<file path="config.mk">
export PLATFORM = sky130hd
export DESIGN_NAME = demux_1_to_4_buffered
export DESIGN_NICKNAME = d
export VERILOG_FILES = /design/src/rtl/demux_1_to_4_buffered_pkg.sv /design/src/rtl/demux_slot.sv /design/src/rtl/demux_1_to_4_buffered.sv
export SDC_FILE = /design/constraint.sdc
export NUM_CORES = 1
export LEC_CHECK = 0
export ABC_AREA = 1
export BUFFER_PORTS_ARGS = -buffer_cell sky130_fd_sc_hd__buf_2
export CAP_MARGIN = 20
export CORE_MARGIN = 10
export CORE_UTILIZATION = 53
export CTS_CLUSTER_DIAMETER = 80
export DETAILED_ROUTE_END_ITERATION = 16
export GPL_TIMING_DRIVEN = 0
export HOLD_SLACK_MARGIN = 0.05
export PLACE_DENSITY = 0.8
export SLEW_MARGIN = 5
export SYNTH_ARGS = -nofsm -noshare
export SYNTH_HDL_FRONTEND = slang
export SYNTH_SLANG_ARGS = --single-unit
</file>
<file path="constraint.sdc">
create_clock -name clk -period 1.8 [get_ports clk]
set_clock_uncertainty 0.2 [all_clocks]
set_input_delay 0.18 -clock clk [delete_from_list [all_inputs] [get_ports clk]]
set_output_delay 0.18 -clock clk [all_outputs]
set_load 0.02 [all_outputs]
</file>
<file path="src/rtl/demux_1_to_4_buffered_pkg.sv">
// Shared CORDIC fan-out definitions: channel select encodings, default word
// width and the per-channel holding-slot state type.
package demux_1_to_4_buffered_pkg;

  localparam int DEFAULT_WORD_WIDTH = 16;

  localparam logic [1:0] CH_X  = 2'd0;
  localparam logic [1:0] CH_Y  = 2'd1;
  localparam logic [1:0] CH_Z  = 2'd2;
  localparam logic [1:0] CH_ST = 2'd3;

  typedef enum logic {
    SLOT_EMPTY = 1'b0,
    SLOT_FULL  = 1'b1
  } slot_state_e;

endpackage

</file>
<file path="src/rtl/demux_slot.sv">
// One-entry holding register for a single output channel. The EMPTY/FULL
// state bit is the channel's out_valid, so the FSM state is directly visible.
module demux_slot
  import demux_1_to_4_buffered_pkg::*;
#(
  parameter int WORD_WIDTH = DEFAULT_WORD_WIDTH
) (
  input  logic                  clk,
  input  logic                  rst,
  input  logic                  load,
  input  logic [WORD_WIDTH-1:0] in_data,
  input  logic                  out_ready,
  output logic                  out_valid,
  output logic [WORD_WIDTH-1:0] out_data
);

  slot_state_e           state_q, state_d;
  logic [WORD_WIDTH-1:0] data_q, data_d;
  logic                  drain;

  assign drain = (state_q == SLOT_FULL) && out_ready;

  // A load wins over a drain, which gives bubble-free pass-through.
  always_comb begin
    state_d = state_q;
    data_d  = data_q;
    if (load) begin
      state_d = SLOT_FULL;
      data_d  = in_data;
    end else if (drain) begin
      state_d = SLOT_EMPTY;
    end
  end

  always_ff @(posedge clk) begin
    if (rst) begin
      state_q <= SLOT_EMPTY;
      data_q  <= '0;
    end else begin
      state_q <= state_d;
      data_q  <= data_d;
    end
  end

  assign out_valid = (state_q == SLOT_FULL);
  assign out_data  = data_q;

endmodule

</file>
<file path="src/rtl/demux_1_to_4_buffered.sv">
// Routes one input word stream to one of four independently back-pressured
// output channels, each buffered by a one-entry slot (1-cycle latency).
module demux_1_to_4_buffered
  import demux_1_to_4_buffered_pkg::*;
#(
  parameter int WORD_WIDTH = DEFAULT_WORD_WIDTH
) (
  input  logic                  clk,
  input  logic                  rst,
  input  logic [1:0]            sel,
  input  logic                  in_valid,
  output logic                  in_ready,
  input  logic [WORD_WIDTH-1:0] in_data,
  output logic [WORD_WIDTH-1:0] out1,
  output logic [WORD_WIDTH-1:0] out2,
  output logic [WORD_WIDTH-1:0] out3,
  output logic [WORD_WIDTH-1:0] out4,
  output logic [3:0]            out_valid,
  input  logic [3:0]            out_ready,
  output logic                  busy
);

  // Handshake: a word moves on any edge where valid && ready; ready never
  // depends on valid, and a held word stays stable until its ready is seen.
  logic                  accept;
  logic [3:0]            load_vec;
  logic [WORD_WIDTH-1:0] slot_data [4];

  assign in_ready = !out_valid[sel] || out_ready[sel];
  assign accept   = in_valid && in_ready;

  always_comb begin
    load_vec = 4'b0000;
    if (accept) begin
      unique case (sel)
        CH_X:  load_vec[0] = 1'b1;
        CH_Y:  load_vec[1] = 1'b1;
        CH_Z:  load_vec[2] = 1'b1;
        CH_ST: load_vec[3] = 1'b1;
      endcase
    end
  end

  for (genvar k = 0; k < 4; k++) begin : g_slot
    demux_slot #(
      .WORD_WIDTH(WORD_WIDTH)
    ) u_slot (
      .clk      (clk),
      .rst      (rst),
      .load     (load_vec[k]),
      .in_data  (in_data),
      .out_ready(out_ready[k]),
      .out_valid(out_valid[k]),
      .out_data (slot_data[k])
    );
  end

  assign out1 = slot_data[0];
  assign out2 = slot_data[1];
  assign out3 = slot_data[2];
  assign out4 = slot_data[3];
  assign busy = |out_valid;

endmodule

</file>
Word-level counts from Yosys, hierarchy flattened
Cells that the tools add are included.
{ "op_classes": {"order_cmp": 1, "n_eq_ne": 3, "n_mux": 17, "n_reduce_logical": 13} }
{ "op_table": {"columns": ["cell", "n"], "rows": [
  ["1-bit two-way mux", 14],
  ["2-bit nonzero test", 4],
  ["1-bit logical AND", 5],
  ["1-bit binary-select mux with 2-bit select", 2],
  ["2-bit equality test, second input constant", 2],
  ["4-bit two-way mux", 1],
  ["4-bit OR reduction", 1],
  ["2-bit by 3-bit < comparator with 1-bit output, second input constant", 1],
  ["2-bit by 1-bit equality test with 1-bit output, second input constant", 1],
  ["2-bit logical NOT", 1],
  ["1-bit logical NOT", 1],
  ["1-bit logical OR", 1]
]} }
{ "word_totals": {"regBits": 68, "input_bits": 25, "output_inout_bits": 70, "wordCells": 42} }

Longest topological paths before layout
Gate-level depths: netlist of the first run.
{ "depth": {"depth_word": 7, "depth_mapped": 12, "depth_no_buf": 10} }

By module
From an unflattened synthesis of the first run, not the netlist that was laid out.
{ "hier_totals": {"cells_unflattened": 325, "hier_area_um2": 2497.4} }
{ "modules_own_cells": {"columns": ["module", "instances", "cells_each", "area_per_inst_um2", "seq_area_each_um2"], "rows": [
  ["demux_slot", 4, 73, 588.1, 340.3],
  ["demux_1_to_4_buffered", 1, 33, 145.1, 0.0]
]} }

Worst setup path before layout of the first run
OpenSTA, ideal clock, no wires.
{ "synth_path": {"path_kind": "input to register", "from": "input sel[0]", "to": "register g_slot[3].u_slot.data_q[10]", "setup_ns": 0.110, "arrival_time_ns": 1.169, "required_time_ns": 1.490, "setup_slack_ns": 0.321, "path_stages": 10, "n_path_buf": 2, "path_cell_list": "buf_6 > nor2_8 > nand2_2 > nand2_2 > nor2_4 > nand2_8 > buf_2 > nand4_1 > nand2_1 > nor2_1"} }
{ "synth_via": {"elab_chain_cells": 6, "word_cells_on_any_way": 10, "classes_between": "1 x eq/ne; 6 x mux; 3 x reduce/logical"} }
{ "synth_lines": {"columns": ["item", "line_no", "text"], "rows": [
  ["start: declaration", "demux_1_to_4_buffered.sv:10", "input logic [1:0] sel,"],
  ["1-bit binary-select mux with 2-bit select", "demux_1_to_4_buffered.sv:29", "assign in_ready = !out_valid[sel] || out_ready[sel];"],
  ["1-bit two-way mux (implied by the code)", "demux_1_to_4_buffered.sv:29", null],
  ["1-bit logical NOT", "demux_1_to_4_buffered.sv:29", null],
  ["1-bit logical OR *", "demux_1_to_4_buffered.sv:29", null],
  ["named net in_ready", "demux_1_to_4_buffered.sv:12", "output logic in_ready,"],
  ["1-bit logical AND *", "demux_1_to_4_buffered.sv:30", "assign accept = in_valid && in_ready;"],
  ["4-bit two-way mux *", "demux_1_to_4_buffered.sv:34", "if (accept) begin"],
  ["end signal: assignment", "demux_slot.sv:41", "data_q <= data_d;"],
  ["end: declaration", "demux_slot.sv:18", "logic [WORD_WIDTH-1:0] data_q, data_d;"]
]} }
The timed path passes the listed nets; every way through them passes the cells marked *. The select of a mux whose other input is x is not followed.
A chain may end at the register's enable or synchronous reset.

Worst setup path after layout of the first run
{ "layout_path": {"from": "register g_slot[3].u_slot.state_q", "to": "output in_ready"} }
{ "layout_via": {"elab_chain_cells": 4} }
{ "layout_lines": {"columns": ["item", "line_no", "text"], "rows": [
  ["start: declaration", "demux_slot.sv:17", "slot_state_e state_q, state_d;"],
  ["start signal: assignment", "demux_slot.sv:40", "state_q <= state_d;"],
  ["1-bit binary-select mux with 2-bit select", "demux_1_to_4_buffered.sv:29", null],
  ["1-bit two-way mux (implied by the code)", "demux_1_to_4_buffered.sv:29", null],
  ["1-bit logical NOT", "demux_1_to_4_buffered.sv:29", null],
  ["1-bit logical OR", "demux_1_to_4_buffered.sv:29", null],
  ["end: declaration", "demux_1_to_4_buffered.sv:12", null]
]} }
No other way between the ends. The select of a mux whose other input is x is not followed.

==> results of run 1 <==
## metrics by stage
step           cell area [um^2]  hold slack (ns)
2_1_floorplan              3532          0.04907
3_3_place_gp               4084           0.2306
3_5_place_dp               4084           0.2395
4_1_cts                    4339          0.05211
5_1_grt                    4335          0.09643
6_report                   4335          0.06132
## how the worst max path moves through the flow
stage / startpoint / end / cells after the start
finish: g_slot[3].u_slot.out_valid / in_ready / 6
global route: g_slot[3].u_slot.out_valid / in_ready / 6
CTS: g_slot[2].u_slot.out_valid / in_ready / 6
detailed placement: sel[0] / g_slot[1].u_slot.out_data[10] / 7
global placement: sel[0] / g_slot[1].u_slot.out_data[14] / 7
floorplan: sel[0] / g_slot[3].u_slot.out_data[10] / 10
## cells in the mapped netlist, types with 4 or more instances
library cell and instances:
a21oi_1 4, buf_1 7, buf_2 12, buf_4 4
buf_6 8, clkbuf_1 4, dfxtp_1 68, inv_1 139
inv_2 11, nand2_1 141, nand2_2 4, nand3_4 4
nand4_1 64, nor2_1 64
## report_power, final
part	internal (mW)	switching, mW
Clock	0.487	0.556
Combinational	0.239	0.463
Sequential	1.59	0.0408
Total	2.31	1.06
## cell families after synthesis
family          Yosys count
simple gates            286
compound gates            4
flops                    68
buf+inv                 187
## layout make-up
cell class,instances,share of cell area
antenna,1,0.0005772
buffer,32,0.04762
timing repair buffer,102,0.1304
clock buffer,12,0.03117
sequential,68,0.3149
tap,77,0.02222
clock inverter,3,0.003463
inverter,152,0.1322
multi-input combinational,290,0.3175
## layer usage
| layer | vias up | routed length, um |
|---|---|---|
| met5 | - | 0 |
| met2 | 142 | 4589 |
| met4 | 0 | 247 |
| met3 | 25 | 981 |
| li1 | 1829 | - |
| met1 | 1592 | 4262 |
## critical path: cells and delay by family (launching register included)
family                 cells  cell delay [ns]
buffers and inverters      1             0.19
and+or+nand+nor            5             0.45
DFF                        1             0.37
## state kept, by name, indices dropped and copies added (netlist names)
signal,flops
g_slot.u_slot.out_data,64
g_slot.u_slot.out_valid,4
## repair_timing
item,in CTS,in global routing
hold endpoints to repair,14,0
resized for setup,0,3
buffers inserted,0,0
hold buffers,11,0
endpoints found under the setup margin,1,20
==> summary.txt, run 1 <==
Run status
  – Status: completed

Floorplan
  – Die H: 101.6 um
  – Die Wd: around 100 um
  – Top Ports: 95
  – Initial core utilization: 0.5500
  – Rows: 29
  – Die Area: between 10000 and 15000 um^2
  – CORE AREA: 6422 um^2

Yosys
  – Largest family of logic cells by synthesized area: simple AND/OR/NAND/NOR gates
  – Simple-gate area share of the yosys netlist: 0.3840
  – Synth Area in XOR/XNOR: 0
  – Synthesized area: 3532 um^2
  – Complex-gate fraction of the synthesized area: 0.005668
  – Yosys reg bits: 68
  – Adder-Cell Fraction of Synth Area: 0
  – Synth async-reset ratio: 0
  – Sequential fraction of the synthesis area: 0.3854
  – Cells after Synth: 545
  – Cell variety after synth: 23
  – Synth top area cells: dfxtp_1, nand2_1, inv_1
  – Ys flop type: dfxtp_1
  – Syn Nets: 570
  – YS warnings: 0
  – Share of the synthesized area in the top cell type: 0.3854
  – Mapped Avg Cell Area: 6.481 um^2
  – Leading area contributor after synthesis: dfxtp_1
  – Post-synthesis mux area share: 0
  – EDFF count, synth: 0

GRT
  – Layer with the highest usage: met2
  – First-pass GRT wire length: 16360 um
  – Met2 Use GR: 0.3181
  – GR Util met3: 0.07080
  – Remaining global-route overflow: 0
  – GRT Total Usage: 0.1975
  – Met1 Track Usage GR: 0.2332
  – Antenna violations before repair: 1
  – Vias in the first global route: 3491
  – Largest net degree at the start of global routing: 16

Timing
  – FMAX: roughly 570 MHz
  – Fin crit share: 0.9681
  – Fin. Hold Viols: 0
  – Slew @ Worst Pin: 0.4396 ns
  – Setup total negative slack: 0 ns
  – Minimum clock period: 1.743 ns
  – Slew Viols, Final: 0
  – Slew HR: 0.7069
  – Final setup fails: 0
  – RSZ-0062 raised after global routing: no
  – PnR worst setup slack: 0.05742 ns

Drt
  – DRT iter0 DRCs: 311
  – DRC Markers: 0
  – Vias: 3588
  – Avg WL per Cell: 13.68 um
  – Iteration count of the initial detailed-routing pass: 5
  – Final wirelength: 10080 um
  – Vias/cell: ~4.9
  – Final antenna-violating net count: 0

Pwr
  – Worst vdd ir: about 0.46 mV
  – Lkg Pwr: 2.475 nW
  – Total power: 3.372 mW
  – PD cells: 777.8 nW/um^2

Min path
  – Min-delay worst type: in2reg
  – Min-Delay Endpoint: g_slot[0].u_slot.out_data[1]
  – Hold Path Stages: 5
  – HP Start: sel[1]

Layout
  – Commonest cells after routing, fill and taps aside: nand2_1, inv_1, buf_2
  – Area of the multi-input gates: 1376 um^2
  – Layout cells sized above 1: 0.2322
  – Reg area: 1365 um^2
  – Fin util: 0.6750
  – Commonest non-fill, non-tap cell in the layout: nand2_1
  – Final #Nets: 680
  – Layout area overhead: 22.74%
  – Final Non-Filler Cells: around 740
  – Fill cells: 569

Critical path
  – CP peak stage delay: 0.37 ns
  – RR Endpoint: g_slot[2].u_slot.out_data[2]
  – WP data arrival: 1.36 ns
  – CP Capture Type: primary output
  – Worst Path Max Fanout: 15
  – Crit path required time: 1.42 ns
  – Critical-path cell list: nand2_1, nand2_1, nand2_1, nand2_2, nand2_8, buf_2
  – Worst r2r src: g_slot[2].u_slot.out_valid
  – CP dominant cell by count: nand2_1
  – Worst Setup Start Kind: flop
  – R2R setup slack: 0.11 ns
  – Setup CP Type: reg2out
  – R2R depth: 10
  – Slowest-stage cell, CP: dfxtp_1

CTS
  – Clock tree sinks: around 70
  – Total CTS buffers: 9
  – Clock Latency Late Sink: 0.35 ns
  – CTS tree: yes
  – Root Driver: clkbuf_8
  – Reg clk slew, reported paths: 0.07 ns
  – Longest Clk Path Bufs: 2
  – H-tree Lvls: 3

Job
  – Max_cap viols: 0

Placement
  – Pre-CTS WS: about 0.12 ns
  – PortBufs: slightly above 90
  – HPWL Detailed: 7423 um
  – Dpl cells: 713
  – GPL Wtd Cong: 0.9087
Note: power is estimated with default switching activity, not from simulation.
==> run 2, diff against run 1 <==
CORE_UTILIZATION = 48   (was 53)
PLACE_DENSITY = 0.77   (was 0.8)
clock period = 1.4 ns   (was 1.8 ns; I/O delays follow)
==> run 2 against run 1 <==
Effect of this change: the flow now finishes with violations (negative setup slack); global-route usage rose by 0.96 points; register-to-register slack worse by 0.41 ns; sequential share of layout area down 5.6 points; clock power grew 62%; die area increased by 8.3%; total power increased by 48%; combinational power up 72%; critical endpoint is now busy; clock-buffer cell count is the same; cell area is 22% higher; utilization up 5.7 points; worst setup slack worse by 0.38 ns.
==> summary.txt, run 2 (synthesis gave the netlist of run 1 again) <==
Run status
  – Status: finished, violations left
  – Violated checks: negative setup slack

Critical path
  – Worst Setup Start Kind: flop
  – CP Capture Type: primary output
  – Setup CP Type: reg2out
  – Worst Path Max Fanout: 2 (-13)
  – Crit path required time: 1.06 ns (-0.36 ns)
  – WP data arrival: 1.38 ns (+0.02 ns)

Layout
  – Layout cells sized above 1: 0.3770 (+0.1448)
  – Commonest non-fill, non-tap cell in the layout: inv_1
  – Layout area overhead: 49.59%
  – Fin util: 0.7324 (+0.05735)
  – Final #Nets: 723 (+6.3%)
  – Commonest cells after routing, fill and taps aside: inv_1, nand2_1, buf_2
  – Area of the multi-input gates: 1608 um^2 (+17%)
  – Fill cells: 502 (-12%)
  – Reg area: 1366 um^2 (about the same)
  – Max FFs per register: 64 (unchanged)

CTS
  – Clock tree sinks: 68 (unchanged)
  – Root Driver: clkbuf_8
  – Clock Latency Late Sink: 0.35 ns (about the same)
  – H-tree Lvls: 3 (unchanged)
  – Longest Clk Path Bufs: 2 (unchanged)
  – Reg clk slew, reported paths: 0.07 ns (about the same)
  – CTS tree: yes
  – Total CTS buffers: 9 (unchanged)

Min path
  – Min-delay worst type: in2reg

Placement
  – PortBufs: 91 (unchanged)
  – GPL Wtd Cong: 0.8764 (-3.6%)
  – HPWL Detailed: 7483 um (+0.80%)
  – Pre-CTS WS: -0.2525 ns (-0.3695 ns)

Drt
  – Iteration count of the initial detailed-routing pass: 6 (+1)
  – Vias/cell: 5.169 (+6.2%)
  – Final antenna-violating net count: 0 (unchanged)
  – Avg WL per Cell: 16.91 um (+24%)
  – Vias: 4151 (+16%)
  – DRT iter0 DRCs: 501 (+61%)
  – Final wirelength: 13580 um (+35%)
  – DRC Markers: 0 (unchanged)

GRT
  – Antenna violations before repair: 1 (unchanged)
  – GRT Total Usage: 0.2071 (+0.009572)
  – Remaining global-route overflow: 0 (unchanged)
  – First-pass GRT wire length: 19110 um (+17%)
  – Largest net degree at the start of global routing: 12 (-4)
  – Vias in the first global route: 3850 (+10%)

Timing
  – Slew @ Worst Pin: 0.5158 ns (+0.07617 ns)
  – Slew Viols, Final: 0 (unchanged)
  – Minimum clock period: between 1.5 and 2 ns
  – Setup total negative slack: -15.71 ns (-15.71 ns)
  – Fin. Hold Viols: 0 (unchanged)
  – RSZ-0062 raised after global routing: yes
  – Worst hold margin: 0.07015 ns (+0.008826 ns)
  – Final setup fails: 71 (+71)
  – FMAX: between 500 and 600 MHz
  – PnR worst setup slack: -0.3177 ns (-0.3751 ns)
  – Fin crit share: 1.227
  – Slew HR: 0.6561 (-0.05078)

Floorplan
  – Die H: 105.8 um (+4.1%)
  – Die Wd: 105.8 um (+4.1%)
  – Rows: 31 (+6.9%)
  – CORE AREA: 7214 um^2 (+12%)
  – Die Area: 11190 um^2 (+8.3%)
  – Initial core utilization: 0.4896 (-0.06038)
  – Top Ports: 95 (unchanged)

Pwr
  – PD cells: 944.3 nW/um^2 (+21%)
  – Worst vdd ir: 0.5515 mV (+20%)
  – Lkg Pwr: 2.826 nW (+14%)

Job
  – Max_cap viols: 0 (unchanged)
run 2: cell types whose count changed in the layout (fill, tap and decap cells not counted), sizes merged:
cell,before,now
clkbuf,16,20
clkinvlp,0,1
clkinv,4,3
buf,119,148
bufinv,0,1
dlygate4sd3,11,21
run 2: per-layer routing:
metal / track usage / vias to the layer above / wire [um]
li1: - / 1910 / -
met1: 0.2361 / 1865 / 5252
met2: 0.3414 / 295 / 6305
met3: 0.05420 / 81 / 1238
met4: 0.1228 / 0 / 785
met5: 0 / - / 0
run 2: final cells by class:
| type | count | share of cell area |
|---|---|---|
| Sequential cell | 68 | 0.2586 |
| Clock inverter | 4 | 0.008998 |
| Tap cell | 99 | 0.02344 |
| Timing Repair Buffer | 142 | 0.2115 |
| Clock buffer | 12 | 0.02936 |
| Buffer | 35 | 0.05494 |
| Antenna cell | 1 | 0.0004736 |
| Inverter | 152 | 0.1085 |
| Multi-Input combinational cell | 290 | 0.3043 |
run 2: final timing paths:
path | slack (ns) | cells after the start | to | startpoint
setup reg to reg | -0.30 | 11 | g_slot[2].u_slot.out_data[4] | g_slot[2].u_slot.out_valid
hold reg to reg | 0.30 | 4 | g_slot[0].u_slot.out_data[10] | g_slot[0].u_slot.out_data[10]
setup / recovery | -0.32 | 3 | busy | g_slot[2].u_slot.out_valid
hold / removal | 0.07 | 5 | g_slot[1].u_slot.out_data[2] | sel[1]
run 2: stage by stage:
| stage | area (um^2) | total power [mW] | instances |
|---|---|---|---|
| finish | 5284 | 4.989 | 803 |
| global placement | 4125 | 2.989 | 735 |
| floorplan | 3546 | 2.742 | 545 |
| detailed placement | 4125 | 3.010 | 735 |
| global route | 5284 | 5.165 | 803 |
| CTS | 4935 | 4.794 | 795 |
run 2: critical path, cell delays in order, from the launching register on:
cell     delay (ns)
dfxtp_2        0.34
buf_6          0.12
or4_4          0.42
buf_6          0.15
run 2: power by group:
group          switching [mW]  internal (mW)
Clock                   0.767          0.915
Combinational           0.739          0.470
Sequential             0.0589           2.04
Total                    1.57           3.42
run 2: what timing repair did:
action	CTS	global route
setup buffers	16	4
resized for setup	56	94
hold endpoints to repair	48	0
cloned	7	5
pin swaps	10	35
endpoints found under the setup margin	69	72
hold buffers	21	0
